## config.mk

```make
export PLATFORM = sky130hd
export DESIGN_NAME = mem_arbiter
export DESIGN_NICKNAME = d
export VERILOG_FILES = /design/src/rtl/mem_arbiter.sv
export SDC_FILE = /design/constraint.sdc
export NUM_CORES = 1
export LEC_CHECK = 0
export ABC_CLOCK_PERIOD_IN_PS = 1950
export CAP_MARGIN = 20
export CELL_PAD_IN_SITES_DETAIL_PLACEMENT = 1
export CELL_PAD_IN_SITES_GLOBAL_PLACEMENT = 2
export CORE_MARGIN = 2
export CORE_UTILIZATION = 26
export CTS_BUF_LIST = sky130_fd_sc_hd__clkbuf_2
export CTS_CLUSTER_SIZE = 30
export DETAILED_ROUTE_END_ITERATION = 8
export GPL_TIMING_DRIVEN = 0
export PLACE_DENSITY_LB_ADDON = 0.1
export SLEW_MARGIN = 20
export SYNTH_ARGS = -nofsm -noshare
export SYNTH_HDL_FRONTEND = slang
export SYNTH_SLANG_ARGS = --single-unit
```

## constraint.sdc

```tcl
create_clock -name clk -period 1.95 [get_ports clk]
set_input_delay 0.2925 -clock clk [delete_from_list [all_inputs] [get_ports clk]]
set_output_delay 0.2925 -clock clk [all_outputs]
set_load 0.01 [all_outputs]
```

## src/rtl/mem_arbiter.sv

```systemverilog
// Round-robin arbiter that shares one single-cycle memory port between a CPU and a DMA requester.
// Each transfer spends one cycle in IDLE for arbitration, one in XFER on the bus, and one in ACK.
module mem_arbiter #(
    parameter int ADDR_W = 16,
    parameter int DATA_W = 8
) (
    input  logic              clk,
    input  logic              reset,
    input  logic              cpu_req,
    input  logic              cpu_we,
    input  logic [ADDR_W-1:0] cpu_addr,
    input  logic [DATA_W-1:0] cpu_wdata,
    output logic              cpu_ack,
    output logic [DATA_W-1:0] cpu_rdata,
    output logic              cpu_stall,
    input  logic              dma_req,
    input  logic              dma_we,
    input  logic [ADDR_W-1:0] dma_addr,
    input  logic [DATA_W-1:0] dma_wdata,
    output logic              dma_ack,
    output logic [DATA_W-1:0] dma_rdata,
    output logic [ADDR_W-1:0] mem_addr,
    output logic [DATA_W-1:0] mem_wdata,
    output logic              mem_we,
    input  logic [DATA_W-1:0] mem_rdata,
    output logic              cpu_gnt,
    output logic              dma_gnt
);

    localparam logic [1:0] IDLE = 2'd0;
    localparam logic [1:0] XFER = 2'd1;
    localparam logic [1:0] ACK  = 2'd2;

    logic [1:0]        state_q, state_d;
    logic              ownerDma_q, ownerDma_d;
    logic              lastDma_q, lastDma_d;
    logic              we_q, we_d;
    logic [ADDR_W-1:0] addr_q, addr_d;
    logic [DATA_W-1:0] wdata_q, wdata_d;
    logic [DATA_W-1:0] cpuRdata_q, cpuRdata_d;
    logic [DATA_W-1:0] dmaRdata_q, dmaRdata_d;
    logic              pickDma;

    // On a tie the requester that did not win last time is chosen.
    always_comb begin
        state_d    = state_q;
        ownerDma_d = ownerDma_q;
        lastDma_d  = lastDma_q;
        we_d       = we_q;
        addr_d     = addr_q;
        wdata_d    = wdata_q;
        cpuRdata_d = cpuRdata_q;
        dmaRdata_d = dmaRdata_q;
        pickDma    = 1'b0;
        case (state_q)
            IDLE: begin
                if (cpu_req || dma_req) begin
                    pickDma    = (cpu_req && dma_req) ? ~lastDma_q : dma_req;
                    ownerDma_d = pickDma;
                    lastDma_d  = pickDma;
                    we_d       = pickDma ? dma_we    : cpu_we;
                    addr_d     = pickDma ? dma_addr  : cpu_addr;
                    wdata_d    = pickDma ? dma_wdata : cpu_wdata;
                    state_d    = XFER;
                end
            end
            XFER: begin
                if (!we_q) begin
                    if (ownerDma_q) begin
                        dmaRdata_d = mem_rdata;
                    end else begin
                        cpuRdata_d = mem_rdata;
                    end
                end
                state_d = ACK;
            end
            ACK:     state_d = IDLE;
            default: state_d = IDLE;
        endcase
    end

    always_ff @(posedge clk or posedge reset) begin
        if (reset) begin
            state_q    <= IDLE;
            ownerDma_q <= 1'b0;
            lastDma_q  <= 1'b1;
            we_q       <= 1'b0;
            addr_q     <= '0;
            wdata_q    <= '0;
            cpuRdata_q <= '0;
            dmaRdata_q <= '0;
        end else begin
            state_q    <= state_d;
            ownerDma_q <= ownerDma_d;
            lastDma_q  <= lastDma_d;
            we_q       <= we_d;
            addr_q     <= addr_d;
            wdata_q    <= wdata_d;
            cpuRdata_q <= cpuRdata_d;
            dmaRdata_q <= dmaRdata_d;
        end
    end

    // Bus and handshake outputs decode straight from state so a reset drops them at once.
    always_comb begin
        mem_we    = (state_q == XFER) && we_q;
        mem_addr  = (state_q == XFER) ? addr_q  : '0;
        mem_wdata = (state_q == XFER) ? wdata_q : '0;
        cpu_gnt   = (state_q == XFER) && !ownerDma_q;
        dma_gnt   = (state_q == XFER) && ownerDma_q;
        cpu_ack   = (state_q == ACK)  && !ownerDma_q;
        dma_ack   = (state_q == ACK)  && ownerDma_q;
        cpu_stall = cpu_req && !cpu_ack;
        cpu_rdata = cpuRdata_q;
        dma_rdata = dmaRdata_q;
    end

endmodule

```

* Yosys cells after proc, flatten, opt, wreduce, memory -nomap -nowiden
Cells that the tools add are included.
** Word-level totals
- Input bits :: 62
- Latch bits :: 0
- Word-level logic and storage cells :: 36
- Memory bits (writable) :: 0
- Memories :: 0
- Bits in read-only memories :: 0
- Register bits after elaboration :: 45
** Cells by class
- Multiplexer cells :: 8
- Add/sub/neg operators :: 0
- $mul :: 0
- Reduce and logical (&&, ||, !) cells :: 14
- Bitwise gates (word level) :: 3
- Order comparisons :: 0
- Div/mod/pow operators :: 0
- Eq/ne operators :: 3
- Shift operators :: 0
** Operator list (number)
- 16-bit 2-to-1 mux :: 2
- 8-bit 2-to-1 mux :: 2
- 1-bit logical AND :: 7
- 3-bit AND reduction :: 2
- 2-bit one-hot mux with 2 select lines :: 1
- 1-bit inverter :: 3
- 2-bit by 1-bit == test with 1-bit output (second input constant) :: 1
- 2-bit == test (second input constant) :: 1
- 1-bit zero test :: 2
- 2-bit zero test :: 1
- 1-bit 2-to-1 mux :: 2
- 2-bit 2-to-1 mux :: 1
- 2-bit inequality test (second input constant) :: 1
- 2-bit AND reduction :: 1
- 1-bit logical OR :: 1

* Depth between registers and ports, before layout
- Depth in word-level cells :: 4
- Mapped depth :: 5

* Least setup slack after synthesis
No wires, ideal clock.
- Kind :: reg2reg
- From :: register lastDma_q
- To :: register wdata_q[7]
- Buffers on the path :: 2
- Setup slack :: 380 ps
- Arrival time :: 1446 ps
- Cell stages (with the launch flop) :: 6
- Setup time :: 125 ps
- Data required time :: 1825 ps
- Cells stage by stage :: dfstp_2 > a21bo_1 > buf_6 > buf_8 > mux2_4 > mux2_2
** On the way
- Longest elaborated chain between the ends :: 3
** Ends and longest elaborated chain
- start, declared :: line 36 : logic lastDma_q, lastDma_d;
- start signal, assigned :: line 95 : lastDma_q <= lastDma_d;
- 1-bit inverter :: line 58 : pickDma = (cpu_req && dma_req) ? ~lastDma_q : dma_req;
- 1-bit 2-to-1 mux :: line 58
- 8-bit 2-to-1 mux :: line 63 : wdata_d = pickDma ? dma_wdata : cpu_wdata;
- end signal, assigned :: line 98 : wdata_q <= wdata_d;
- end, declared :: line 39 : logic [DATA_W-1:0] wdata_q, wdata_d;
No other way between the ends.
A chain may end at the register's enable or synchronous reset.

* Worst setup path in the final report
- From :: register state_q[0]
- To :: output mem_addr[15]
** On the way
- Longest elaborated chain between the ends :: 2
** Ends and longest elaborated chain
- start, declared :: line 34 : logic [1:0] state_q, state_d;
- start signal, assigned :: line 93 : state_q <= state_d;
- 2-bit by 1-bit == test with 1-bit output :: line 107 : mem_addr = (state_q == XFER) ? addr_q : '0;
- 16-bit 2-to-1 mux :: line 107
- end, declared :: line 22 : output logic [ADDR_W-1:0] mem_addr,
No other way between the ends.

==> summary by stage <==
Clock tree
The largest buffer count on any clock path is 2. Clock-pin slew was measured on the worst setup and hold paths at 0.27 ns. The root buffer cell is clkbuf_2. The clock tree from TritonCTS is built. The number of CTS-inserted buffers is 5. The total number of H-tree levels is 2. For this design, the sink count on the clock tree is 45. Buffers inserted to repair hold after CTS numbered 0. At the later pin of the worst-skew pair, clock insertion delay measures 0.41 ns.

Worst setup path
The critical path starts at state_q[0]. In this run the critical register-to-register path is captured at dma_rdata[1]. The required time of the worst setup path is 1.66 ns. The critical path contains buffers and inverters numbering 3 combined. The cell family contributing the most delay on the critical path is flip-flops.

The last element of the critical path is mem_addr[15]. The master of the slowest instance on the critical path is dfrtp_2. Measured in cells, the most critical reg-to-reg path has a length of 4. In this run the register-to-register setup slack is 0.16 ns. The critical path crosses 5 cells after its start point. In this run the critical register-to-register path is launched from state_q[1].

For the worst setup path, the data arrival time is 1.59 ns. The worst setup path is launched from a flip-flop. On the worst path, the slowest cell contributes a delay of 0.50 ns. The critical path class is reg -> out. The critical path capture point type is an output pin. The signal on the critical path passes through nand2b_4, inv_4, buf_4, and2_1, clkdlybuf4s15_2. In this run the worst path has a maximum fanout of 6.

Floorplan
The die outline height is 97.6 µm. The floorplan die width is 97.6 µm. After floorplanning, the core was sized to cover 8590 µm².

The floorplan has 34 rows. In this run the count of I/O pins placed on the die edge is 108. The die footprint is 9520 µm². The initial standard-cell utilization of the core is 26.5%.

Finish
From synthesis to final layout, the design area changed by 57.2%. At the end of the flow, the number of nets in the layout was 343. The share of cells above drive strength 1 is 44.7%. The filler cell count is 928. The number of antenna cells inserted is 0.

Logic synthesis
The number of nets handed over by synthesis was 223. Of all cell types, the one taking the most synthesized area is dfrtp_1. The commonest cells after synthesis are mux2_2 (47), dfrtp_1 (44), and2_1 (26), mux2_4 (19), inv_1 (3).

Of the total synthesized cell area, the portion taken by AND, OR, NAND and NOR gates is 9.95%. The largest family of logic cells by synthesized area is multiplexers. The synthesized design contains 0 enable-type register cells. Yosys instantiated no cell more often than mux2_2. The adder-cell share of the synthesized area is 0%. Each instance of the synthesized netlist takes up on average 14.1 µm². The most used flip-flop cell after synthesis is dfrtp_1.

The xor/xnor share of the synthesized area is 0%. The warning count from the yosys run is 0. The area share of the leading cell type in the synthesized netlist is 48.4%. The post-synthesis sequential area ratio is 49.5%. After synthesis, the cell types taking the most area are dfrtp_1 (48%), mux2_2 (23%), mux2_4 (13%).

In this run, synthesis produced a sequential element count of 45. The async set-reset flop share out of synthesis is 100%. Summing the areas of all compound-gate instances in the mapped netlist gives 1.65% of the synthesized area. In this run, distinct cell masters in the synthesized netlist total 23.

The netlist area before placement is 2280 µm². The cell count after synthesis came out at 161. The mux contribution to synthesized area is 35.8%.

Run
The number of max-cap violations is 0.

Placed design
At the end of routability-driven placement, the weighted congestion stood at 0.657. The placed wire-length estimate after detailed placement is 4420 µm. Buffers placed on the I/O ports in this run total 107.

Drt
Across all layers, the routed design uses 1681 vias. The mean routed wirelength per cell is 14.8 µm. The detailed router finished its first iteration with 11 violations. The number of nets still failing antenna checks after routing is 0.

Dividing the detail-routed via count by the number of cells gives 4.31. Before antenna repair, the detailed router went through 3 iterations. In the routed design, unresolved DRC markers number 0. Summed over all layers, the routed wires come to 5770 µm.

Global route
Entering global routing, the biggest net connects 24 pins. The number of antenna violations at the first check in global routing is 0. The via count of the first global-routing pass is 1860. The wire length of the first global-routing pass is 9520 µm. The global route total overflow is 0. The overall global routing resource usage is 12.5%.

Hold path
The path category of the worst min-delay check is in -> async.

Timing
Setup repair after global routing could not meet its margin everywhere. The max-slew violation count is 0. The fmax is 532 MHz. The worst hold slack across all endpoints is 0.180 ns. The final count of negative-setup-slack endpoints is 0.

The number of hold violations in the final report is 0. After layout, the worst path uses 96.4% of the clock period. The accumulated negative setup slack is 0 ns. Measured against its own limit, the worst slew margin works out to 52.0%. The measured slew at the worst slew-check pin is 0.716 ns. The setup skew after layout is 0.0270 ns.

Subtracting the final worst setup slack from the clock period gives 1.88 ns.

Power and ir drop
The leakage dissipation is 1.59 nW. Dividing total power by cell area gives a power density of 1330 nW/µm². The peak supply drop is 0.613 mV.

Outcome
The flow ran to the end, and the final reports show no timing, DRC or antenna violations.
cells in the final DEF (no fill, tap or decap), types with 2 or more instances in the layout:
cell type        instances
dfrtp_2                  2
clkdlybuf4s15_2          8
dlygate4sd2_1            4
and2_1                  23
buf_2                   17
buf_8                    2
nor2_1                   2
buf_6                    3
and2_4                   3
buf_4                    6
dfrtp_1                 42
nor3b_2                  2
mux2_2                  47
clkdlybuf4s50_1         77
mux2_4                  19
clkbuf_2                 6
flip-flops by register name (all words and copies together) (netlist names):
| register | count |
|---|---|
| we_q | 1 |
| wdata_q | 8 |
| cpu_rdata | 8 |
| addr_q | 16 |
| lastDma_q | 1 |
| state_q | 2 |
| ownerDma_q | 1 |
| dma_rdata | 8 |
worst register-to-register path: cells and delay by family, from the launching register on:
kind | cells | cell delay (ns)
and+or+nand+nor | 2 | 0.75
DFF | 1 | 0.44
muxes | 1 | 0.41
buffers and inverters | 1 | 0.14
per-layer routing:
layer  global-route usage [%]  part of all wire [%]  wire length (µm)  up-vias
li1                         -                     -                 -      798
met1                     14.5                    42              2440      830
met2                     22.2                    51              2930       53
met3                     4.53                   6.8               394        0
met4                     2.56                     0                 0        0
met5                        0                     0                 0        -
per-stage QoR:
step	total power, mW	instances	util, %	setup slack, ns	instance area (µm²)
final	4.75	390	41.6	0.0703	3580
after global routing	5.11	390	41.6	-0.0594	3580
after CTS	4.85	389	41.7	-0.0241	3580
after detailed placement	4.30	377	40.8	-0.407	3500
after global placement	4.24	376	40.5	-0.506	3480
after floorplan	3.03	161	-	0.380	2280
report_power, final:
part | switching, mW | internal, mW
Combinational | 1.00 | 1.55
Sequential | 0.242 | 1.42
Clock | 0.320 | 0.218
Total | 1.56 | 3.19
final cells by class:
type | count | area, µm² | share of cell area (%)
repair buffers | 114 | 1060 | 29.7
plain buffers | 6 | 65.1 | 1.82
well taps | 108 | 135 | 3.78
inverters | 3 | 13.8 | 0.385
clock inverters | 3 | 46.3 | 1.29
flip-flops and latches | 45 | 1130 | 31.6
multi-input cells | 106 | 1100 | 30.7
clock buffers | 5 | 25.0 | 0.700
cell families (layout without fill, tap and decap cells):
| family | count (synthesis) | count (layout) |
|---|---|---|
| buffers and inverters | 10 | 131 |
| flip-flops | 45 | 45 |
| AND/OR/NAND/NOR | 35 | 35 |
| AO/OA/AOI/OAI | 5 | 5 |
| multiplexers | 66 | 66 |
worst min path at each step:
stage          startpoint            to
2_1_floorplan     cpu_req     lastDma_q
3_3_place_gp    addr_q[6]     addr_q[6]
3_5_place_dp    addr_q[1]     addr_q[1]
4_1_cts             reset  cpu_rdata[0]
5_1_grt             reset  cpu_rdata[0]
6_report            reset  cpu_rdata[0]
repair_timing:
item	in CTS	in global routing
endpoints found under the setup margin	30	21
buffers inserted	4	2
resized for setup	108	12
Power figures use the tool's default switching activity.
